--- src/rtl/multicycle_rca.sv ---
// -----------------------------------------------------------------------------
// multicycle_rca
//
// Multi-cycle ripple-carry adder. The WIDTH-bit add is split into
// N = WIDTH/CHUNK slices. One CHUNK-bit ripple-carry slice is processed per
// clock, and the carry is held in a register between slices. sum, cout and
// ovf change only on the completion edge, so they never show a partial
// result.
//
// Parameters
//   WIDTH  operand/result width in bits; must be a multiple of CHUNK
//   CHUNK  bits added per clock; N = WIDTH/CHUNK clocks per add
//
// Ports
//   clk    clock; all logic runs on the rising edge
//   rst    synchronous, active-high reset
//   start  add request; sampled only while busy=0
//   a, b   operands, captured on an accepted start
//   cin    carry-in, captured on an accepted start
//   sub    (MULTICYCLE_RCA_SUB_EN only) 1 = compute a + ~b + 1; cin ignored
//   busy   high while an add is in progress
//   done   one-cycle pulse; sum/cout/ovf hold the new result
//   sum    result, modulo 2^WIDTH
//   cout   unsigned carry out of bit WIDTH-1 (for sub: 1 = no borrow)
//   ovf    two's-complement overflow (carry into MSB ^ carry out of MSB)
//
// Build option
//   MULTICYCLE_RCA_SUB_EN  when defined, adds the 'sub' input port.
// -----------------------------------------------------------------------------
module multicycle_rca #(
    parameter int WIDTH = 32,
    parameter int CHUNK = 4
) (
    input  logic             clk,
    input  logic             rst,
    input  logic             start,
    input  logic [WIDTH-1:0] a,
    input  logic [WIDTH-1:0] b,
    input  logic             cin,
`ifdef MULTICYCLE_RCA_SUB_EN
    input  logic             sub,
`endif
    output logic             busy,
    output logic             done,
    output logic [WIDTH-1:0] sum,
    output logic             cout,
    output logic             ovf
);

    // Reject illegal slicing at elaboration time.
    generate
        if ((CHUNK < 1) || ((WIDTH % CHUNK) != 0)) begin : g_bad_cfg
            $error("multicycle_rca: WIDTH must be a positive multiple of CHUNK");
        end
    endgenerate

    localparam int N     = (CHUNK > 0) ? (WIDTH / CHUNK) : 1;
    localparam int IDX_W = (N > 1) ? $clog2(N) : 1;

    localparam logic [IDX_W-1:0] LAST_IDX   = IDX_W'(N - 1);
    localparam logic [IDX_W-1:0] IDX_ONE    = IDX_W'(1);
    localparam logic [WIDTH-1:0] SLICE_MASK = WIDTH'({CHUNK{1'b1}});

    typedef enum logic [0:0] {
        IDLE = 1'b0,
        RUN  = 1'b1
    } state_t;

    // One CHUNK-bit ripple slice.
    // Returns {carry into top bit, carry out of top bit, slice sum}.
    // The carry into the top bit is kept because, in the last slice, it is
    // the carry into bit WIDTH-1 that the overflow flag needs.
    function automatic logic [CHUNK+1:0] ripple_slice(
        input logic [CHUNK-1:0] x,
        input logic [CHUNK-1:0] y,
        input logic             ci
    );
        logic             c;
        logic             c_top_in;
        logic [CHUNK-1:0] s;
        c        = ci;
        c_top_in = ci;
        s        = {CHUNK{1'b0}};
        for (int i = 0; i < CHUNK; i++) begin
            c_top_in = c;
            s[i]     = x[i] ^ y[i] ^ c;
            c        = (x[i] & y[i]) | (c & (x[i] ^ y[i]));
        end
        return {c_top_in, c, s};
    endfunction

    state_t             state_r;
    logic [IDX_W-1:0]   idx_r;
    logic               carry_r;
    logic [WIDTH-1:0]   a_r;
    logic [WIDTH-1:0]   b_r;
    logic [WIDTH-1:0]   wsum_r;

    logic [31:0]        base_s;
    logic [CHUNK-1:0]   slice_a_s;
    logic [CHUNK-1:0]   slice_b_s;
    logic [CHUNK+1:0]   slice_res_s;
    logic [CHUNK-1:0]   slice_sum_s;
    logic               slice_cout_s;
    logic               slice_ctop_s;
    logic [WIDTH-1:0]   next_wsum_s;
    logic [WIDTH-1:0]   capture_b_s;
    logic               capture_c_s;

    // Operand conditioning at capture: subtraction is a + ~b + 1.
    always_comb begin
`ifdef MULTICYCLE_RCA_SUB_EN
        capture_b_s = sub ? ~b : b;
        capture_c_s = sub ? 1'b1 : cin;
`else
        capture_b_s = b;
        capture_c_s = cin;
`endif
    end

    // Current slice add and the working sum with this slice merged in.
    always_comb begin
        base_s       = 32'(idx_r) * 32'(CHUNK);
        slice_a_s    = CHUNK'(a_r >> base_s);
        slice_b_s    = CHUNK'(b_r >> base_s);
        slice_res_s  = ripple_slice(slice_a_s, slice_b_s, carry_r);
        slice_sum_s  = slice_res_s[CHUNK-1:0];
        slice_cout_s = slice_res_s[CHUNK];
        slice_ctop_s = slice_res_s[CHUNK+1];
        next_wsum_s  = (wsum_r & ~(SLICE_MASK << base_s))
                     | (WIDTH'(slice_sum_s) << base_s);
    end

    // Control FSM, working registers and registered outputs.
    always_ff @(posedge clk) begin
        if (rst) begin
            state_r <= IDLE;
            idx_r   <= {IDX_W{1'b0}};
            carry_r <= 1'b0;
            a_r     <= {WIDTH{1'b0}};
            b_r     <= {WIDTH{1'b0}};
            wsum_r  <= {WIDTH{1'b0}};
            busy    <= 1'b0;
            done    <= 1'b0;
            sum     <= {WIDTH{1'b0}};
            cout    <= 1'b0;
            ovf     <= 1'b0;
        end else begin
            case (state_r)
                IDLE: begin
                    done <= 1'b0;
                    if (start) begin
                        a_r     <= a;
                        b_r     <= capture_b_s;
                        carry_r <= capture_c_s;
                        wsum_r  <= {WIDTH{1'b0}};
                        idx_r   <= {IDX_W{1'b0}};
                        busy    <= 1'b1;
                        state_r <= RUN;
                    end else begin
                        busy    <= 1'b0;
                        state_r <= IDLE;
                    end
                end
                RUN: begin
                    wsum_r  <= next_wsum_s;
                    carry_r <= slice_cout_s;
                    if (idx_r == LAST_IDX) begin
                        // Completion edge: publish the full result at once.
                        sum     <= next_wsum_s;
                        cout    <= slice_cout_s;
                        ovf     <= slice_ctop_s ^ slice_cout_s;
                        done    <= 1'b1;
                        busy    <= 1'b0;
                        idx_r   <= {IDX_W{1'b0}};
                        state_r <= IDLE;
                    end else begin
                        done    <= 1'b0;
                        busy    <= 1'b1;
                        idx_r   <= idx_r + IDX_ONE;
                        state_r <= RUN;
                    end
                end
                default: begin
                    state_r <= IDLE;
                    idx_r   <= {IDX_W{1'b0}};
                    busy    <= 1'b0;
                    done    <= 1'b0;
                end
            endcase
        end
    end

endmodule

--- config.mk ---
export PLATFORM = sky130hd
export DESIGN_NAME = multicycle_rca
export DESIGN_NICKNAME = d
export VERILOG_FILES = /design/src/rtl/multicycle_rca.sv
export SDC_FILE = /design/constraint.sdc
export NUM_CORES = 1
export LEC_CHECK = 0
export CAP_MARGIN = 20
export CORE_ASPECT_RATIO = 0.5
export CORE_MARGIN = 10
export CORE_UTILIZATION = 40
export CTS_BUF_LIST = sky130_fd_sc_hd__clkbuf_2 sky130_fd_sc_hd__clkbuf_4 sky130_fd_sc_hd__clkbuf_8
export DETAILED_ROUTE_END_ITERATION = 7
export DONT_BUFFER_PORTS = 1
export PLACE_DENSITY = 0.62
export SLEW_MARGIN = 20
export SYNTH_ARGS = -nofsm -noshare
export SYNTH_HDL_FRONTEND = slang
export SYNTH_SLANG_ARGS = --single-unit
export TNS_END_PERCENT = 1
--- constraint.sdc ---
create_clock -name clk -period 3.45 [get_ports clk]
set_input_delay 0.69 -clock clk [delete_from_list [all_inputs] [get_ports clk]]
set_output_delay 0.69 -clock clk [all_outputs]
set_load 0.02 [all_outputs]
==> results of run 1 <==
-- metrics by stage --
step,hold WS (ns),utilization [%]
after global routing,0.296,45.2
after floorplan,0.425,-
after global placement,0.434,42.0
final,0.328,45.2
after CTS,0.301,45.0
after detailed placement,0.441,42.0
-- worst reg2reg max path, stage by stage, from the launching register on --
cell,delay [ns]
dfxtp_4,0.47
buf_4,0.19
mux4_2,0.51
mux2i_1,0.25
fa_1,0.23
inv_1,0.05
fa_1,0.43
fa_2,0.67
a32oi_1,0.14
o21ai_0,0.18
-- kinds of logic after synthesis --
kind of cell	count (synthesis)	synth area share, %
buffers and inverters	53	5.35
muxes	22	8.35
AOI/OAI and AO/OA	158	16.8
adders and majority gates	10	2.87
DFF	132	48.9
xor gates and xnor gates	1	0.162
and+or+nand+nor	231	17.6
-- worst min-delay path by stage --
stage	from	endpoint	slack (ns)	cells past startpoint
after global placement	wsum_r[13]	wsum_r[13]	0.43	2
after CTS	rst	b_r[17]	0.30	1
after detailed placement	a_r[21]	a_r[21]	0.44	2
after global routing	rst	b_r[6]	0.30	1
final	rst	b_r[10]	0.33	1
after floorplan	wsum_r[10]	wsum_r[10]	0.43	2
-- per-layer routing --
metal	global-route usage (%)	wire [um]	vias to the layer above
met1	18.9	6410	1922
met5	0	0	-
met4	4.94	177	0
li1	-	-	2032
met2	22.9	6330	102
met3	5.21	900	18
-- cell usage in the layout (no fill, tap or decap), drive strengths merged --
master | synthesis | routed
a21oi | 66 | 66
a22o | 9 | 9
a22oi | 19 | 19
a2bb2oi | 2 | 2
a32oi | 6 | 6
and2b | 1 | 1
and3b | 1 | 1
buf | 30 | 10
bufinv | 0 | 1
clkbuf | 16 | 27
clkinv | 0 | 2
dfxtp | 132 | 132
fa | 4 | 4
ha | 6 | 6
inv | 7 | 7
mux2 | 1 | 1
mux2i | 5 | 5
mux4 | 16 | 16
nand2 | 198 | 198
nand2b | 7 | 7
nand3 | 1 | 1
nand3b | 3 | 3
nor2 | 9 | 9
nor2b | 6 | 6
nor3 | 2 | 2
nor3b | 2 | 2
o21ai | 55 | 55
o31a | 1 | 1
or3 | 1 | 1
xnor2 | 1 | 1
-- power breakdown --
part / switching (W) / internal (W) / total [W]
clock network: 0.000562 / 0.000731 / 0.00129
logic: 0.000142 / 0.0000922 / 0.000234
registers: 0.0000375 / 0.00157 / 0.00161
-- final cells by class --
type / instances / area, um^2
tap: 170 / 213
fill: 1262 / 7100
sequential: 132 / 2650
timing repair buffer: 10 / 82.6
inverter: 7 / 26.3
clock buffer: 27 / 359
clock inverter: 3 / 40.0
multi-input combinational: 422 / 2490
-- registers in the layout, indices dropped and copies added (netlist names) --
signal	cells
idx_r	3
done	1
carry_r	1
sum	32
wsum_r	28
b_r	32
ovf	1
state_r	1
cout	1
a_r	32
-- repair_timing --
| item | 4_1_cts | 5_1_grt |
|---|---|---|
| setup endpoints to repair | 0 | 14 |
| gates resized for setup | 0 | 2 |
| hold buffers | 0 | 0 |
==> results.txt, run 1 <==
Status -> finished, final reports clean
CP cell instances -> buf_4 -> mux4_2 -> mux2i_1 -> fa_1 -> inv_1 -> fa_1 -> fa_2 -> a32oi_1 -> o21ai_0
Post-Route WL -> 13.8 mm
DRC Markers -> 0
Share of cells above drive strength 1 -> 9.65%
Buffers on Ports -> 0
Clock sink count -> 132
Post CTS Setup Buffer Count -> 0
CTS buffer count -> 17
MaxCap Viol Count -> 0
Core Footprint -> 13000 um^2
R2r endpoint -> sum[23]
Tot Pwr -> 0.00314 W
Total GRT Usage -> 14.8%
Vias per std cell -> 5.28
Post-route setup slack -> 0.263 ns
Leading area contributor after synthesis -> dfxtp_1
Drt first pass iters -> 4
Most common cell on crit path -> fa_1
Count leader, synth -> nand2_1
Main synth FF type -> dfxtp_1
Min-delay worst type -> in2reg
Max Slew Vio Count -> 0
Die area -> 18800 um^2
CP peak stage delay -> 0.67 ns
Setup tns final -> 0 ns
Hold Vio Cnt, Final -> 0
Crit Path Max Fanout -> 13
CP Depth -> 9
Layout Nets -> 668
Asr flop ratio synth -> 0%
Actual slew at the worst max-slew pin -> 0.914 ns
Post-Route Skew -> 0.0107 ns
Post-synth EDFFs -> 0
Final HPWL DP -> 9.85 mm
Chip height -> 102 um
Routability cong. -> 0.778
Initial Util -> 41.7%
Synth Instances -> 607
Non-filler cells in the finished layout -> 771
Critical path endpoint category -> flip-flop
Vias -> 4074
Iteration-0 DRC Markers -> 199
Cell Area, Synth -> 5410 um^2
Fin area -> 5850 um^2
FP Rows -> 29
List of most frequent post-synthesis cells -> nand2_1 (198), dfxtp_1 (132), a21oi_1 (65)
Worst r2r src -> idx_r[0]
Dpl cells -> 740
Reg-to-reg slack, setup -> 0.26 ns
Area Overhead vs Synth -> 8.29%
Synth area leaders -> dfxtp_1 (49%), nand2_1 (14%), a21oi_1 (6.0%), o21ai_0 (4.4%), mux4_1 (3.9%)
Critical path launch point -> idx_r[0]
Largest net degree at the start of global routing -> 74
CP arrival -> 3.55 ns
Fin crit share -> 92.4%
Placement Setup Slack -> 0.0332 ns
H-tree depth -> 4
Num ports -> 104
Routed length per instance -> 17.9 um
Critical Path Start Type -> flip-flop
TritonCTS clock tree -> built
First-pass GRT wire length -> 21.8 mm
Buf/Inv on CP -> 2
DIE WIDTH -> 184 um
Worst skew pair latency -> 0.44 ns
Fmax -> 314 MHz
Clock transition at path regs -> 0.07 ns
Placed cell area -> 5440 um^2
GRT Residual Overflow -> 0
ANT nets after route -> 0
Root buf cell -> clkbuf_8
Leak -> 2.13 nW
Final setup viols -> 0
CP endpoint -> sum[23]
Register bit total from synthesis -> 132
Yosys top cell area share -> 48.9%
Warnings from Yosys -> 0
Crit path time final -> 3.19 ns
Bufs on Longest Clock Path -> 2
N_diodes -> 0
RSZ-0062 raised after global routing -> no
Reg2reg path depth -> 9
Worst EP required -> 3.81 ns
Avg Synthesized Cell Area -> 8.91 um^2
Syn Nets -> 685
Antenna violations before repair -> 0
Power per Cell Area -> 536 nW/um^2
VDD IR max -> 0.222 mV
Vias in the first global route -> 4021
Worst relative slew slack -> 39.0%
Sequential area share after synthesis -> 48.9%
Cell family with most CP delay -> adder cells
Slowest cell on crit path -> fa_2
CP Class -> reg2reg
Synth unique cells -> 39
Power figures use the tool's default switching activity.
==> run 2, diff against run 1 <==
--- a/config.mk
+++ b/config.mk
@@ -12,6 +12,7 @@
 export CTS_BUF_LIST = sky130_fd_sc_hd__clkbuf_2 sky130_fd_sc_hd__clkbuf_4 sky130_fd_sc_hd__clkbuf_8
 export DETAILED_ROUTE_END_ITERATION = 7
 export DONT_BUFFER_PORTS = 1
+export MAX_ROUTING_LAYER = met4
 export PLACE_DENSITY = 0.62
 export SLEW_MARGIN = 20
 export SYNTH_ARGS = -nofsm -noshare
==> run 2 against run 1 <==
Effect of this change:
- wire length fell by 0.62%
- clock skew fell by 0.0018 ns
- sequential share of layout area did not move
==> results.txt, run 2 (synthesis results as in run 1) <==
H-tree depth -> 4 (unchanged)
Largest net degree at the start of global routing -> 74 (unchanged)
VDD IR max -> 0.223 mV (was 0.222 mV)
Drt first pass iters -> 4 (unchanged)
CP cell instances -> buf_4 -> mux4_2 -> mux2i_1 -> fa_1 -> inv_1 -> fa_1 -> fa_2 -> a32oi_1 -> o21ai_0 (unchanged)
Most frequent cells in the layout -> nand2_1 (198), dfxtp_1 (131), a21oi_1 (65) (unchanged)
Layout fillers -> 1263 (was 1262)
Die area -> 18800 um^2 (unchanged)
Actual slew at the worst max-slew pin -> 0.899 ns (was 0.914 ns)
CP Class -> reg2reg (unchanged)
Final HPWL DP -> 9.85 mm (unchanged)
Hold WS -> 0.328 ns (about the same)
Area Overhead vs Synth -> 8.29% (unchanged)
Slowest cell on crit path -> fa_2 (unchanged)
Crit Path Max Fanout -> 13 (unchanged)
MaxCap Viol Count -> 0 (unchanged)
DRC Markers -> 0 (unchanged)
Setup tns final -> 0 ns (unchanged)
GRT Residual Overflow -> 0 (unchanged)
Post-Route WL -> 13.7 mm (was 13.8 mm)
Iteration-0 DRC Markers -> 218 (was 199)
Buffers on Ports -> 0 (unchanged)
Worst EP required -> 3.81 ns (about the same)
Share of cells above drive strength 1 -> 9.65% (unchanged)
N_diodes -> 0 (unchanged)
Most common cell on crit path -> fa_1 (unchanged)
Commonest non-fill, non-tap cell in the layout -> nand2_1 (unchanged)
Total GRT Usage -> 15.2% (was 14.8%)
Max Slew Vio Count -> 0 (unchanged)
Area occupied by multi-input gates -> 2490 um^2 (unchanged)
Regs by FF count -> a_r: 32 flops, b_r: 32 flops, sum: 32 flops (unchanged)
Critical path endpoint category -> flip-flop (unchanged)
Num ports -> 104 (unchanged)
Final setup viols -> 0 (unchanged)
Bufs on Longest Clock Path -> 2 (unchanged)
Layout Nets -> 668 (unchanged)
FP Rows -> 29 (unchanged)
RSZ-0062 raised after global routing -> no (unchanged)
Clock transition at path regs -> 0.07 ns (about the same)
ANT nets after route -> 0 (unchanged)
Fmax -> 316 MHz (was 314 MHz)
Routed length per instance -> 17.8 um (was 17.9 um)
DIE WIDTH -> 184 um (unchanged)
Power per Cell Area -> 536 nW/um^2 (about the same)
Register area -> 2650 um^2 (unchanged)
Min-delay worst type -> in2reg (unchanged)
Root buf cell -> clkbuf_8 (unchanged)
TritonCTS clock tree -> built (unchanged)
Worst relative slew slack -> 40.0% (was 39.0%)
First-pass GRT wire length -> 21.8 mm (about the same)
Status -> finished, final reports clean (unchanged)
Post-Route Skew -> 0.00895 ns (was 0.0107 ns)
CTS buffer count -> 17 (unchanged)
Fin crit share -> 91.8% (was 92.4%)
Antenna violations before repair -> 0 (unchanged)
Vias in the first global route -> 4043 (was 4021)
Vias per std cell -> 5.28 (about the same)
Worst skew pair latency -> 0.44 ns (about the same)
Vias -> 4071 (was 4074)
Clock sink count -> 132 (unchanged)
CP arrival -> 3.53 ns (was 3.55 ns)
Crit path time final -> 3.17 ns (was 3.19 ns)
Routability cong. -> 0.789 (was 0.778)
Chip height -> 102 um (unchanged)
Hold Vio Cnt, Final -> 0 (unchanged)
Core Footprint -> 13000 um^2 (unchanged)
Leak -> 2.13 nW (unchanged)
Critical Path Start Type -> flip-flop (unchanged)
Initial Util -> 41.7% (unchanged)
CP peak stage delay -> 0.66 ns (was 0.67 ns)
run 2: cell counts in the layout (fill, tap and decap cells not counted):
No cell type changed its count.
run 2: area by class of cell:
type | instances | share of cell area [%]
sequential | 132 | 45.2
tap | 170 | 3.63
clock buffer | 27 | 6.13
clock inverter | 3 | 0.684
multi-input combinational | 422 | 42.5
timing repair buffer | 10 | 1.41
inverter | 7 | 0.449
run 2: path summary, 6_finish.rpt:
path	startpoint	slack, ns	depth (start not counted)	end
worst min register to register	a_r[27]	0.45	2	a_r[27]
worst max register to register	idx_r[0]	0.28	9	sum[23]
worst min-delay path	rst	0.33	1	b_r[10]
worst max-delay path	idx_r[0]	0.28	9	sum[23]
run 2: critical path: cells and delay by family, from the launching register on:
kind / cells / cell delay [ns]
AOI/OAI and AO/OA: 2 / 0.31
adders and majority gates: 3 / 1.31
buffers and inverters: 2 / 0.23
DFF: 1 / 0.48
muxes: 2 / 0.75
run 2: stage by stage:
step	total power (W)	setup slack (ns)	utilization [%]	area, um^2	instances
after floorplan	0.00183	0.251	-	5410	607
after global placement	0.00187	0.139	42.0	5440	740
after detailed placement	0.00188	0.0332	42.0	5440	740
after CTS	0.00317	0.0260	45.0	5830	770
after global routing	0.00326	0.0403	45.2	5850	771
final	0.00314	0.284	45.2	5850	771
run 2: routing by layer:
metal | vias to the layer above | share of wire, % | global-route usage, %
li1 | 2033 | - | -
met1 | 1926 | 48 | 19.5
met2 | 100 | 45 | 22.9
met3 | 12 | 5.7 | 3.82
met4 | 0 | 1.1 | 5.13
met5 | - | 0 | -
run 2: power breakdown:
group / leakage, nW / internal, W / switching [W]
Clock: 0.211 / 0.000731 / 0.000562
Combinational: 0.843 / 0.0000921 / 0.000141
Sequential: 1.07 / 0.00157 / 0.0000375
Total: 2.13 / 0.00240 / 0.000741
run 2: repair_timing:
action / 4_1_cts / 5_1_grt
buffers inserted: 0 / 0
setup endpoints to repair: 0 / 14
resized for setup: 0 / 2
hold buffers: 0 / 0
endpoints found under the hold margin: 0 / 0
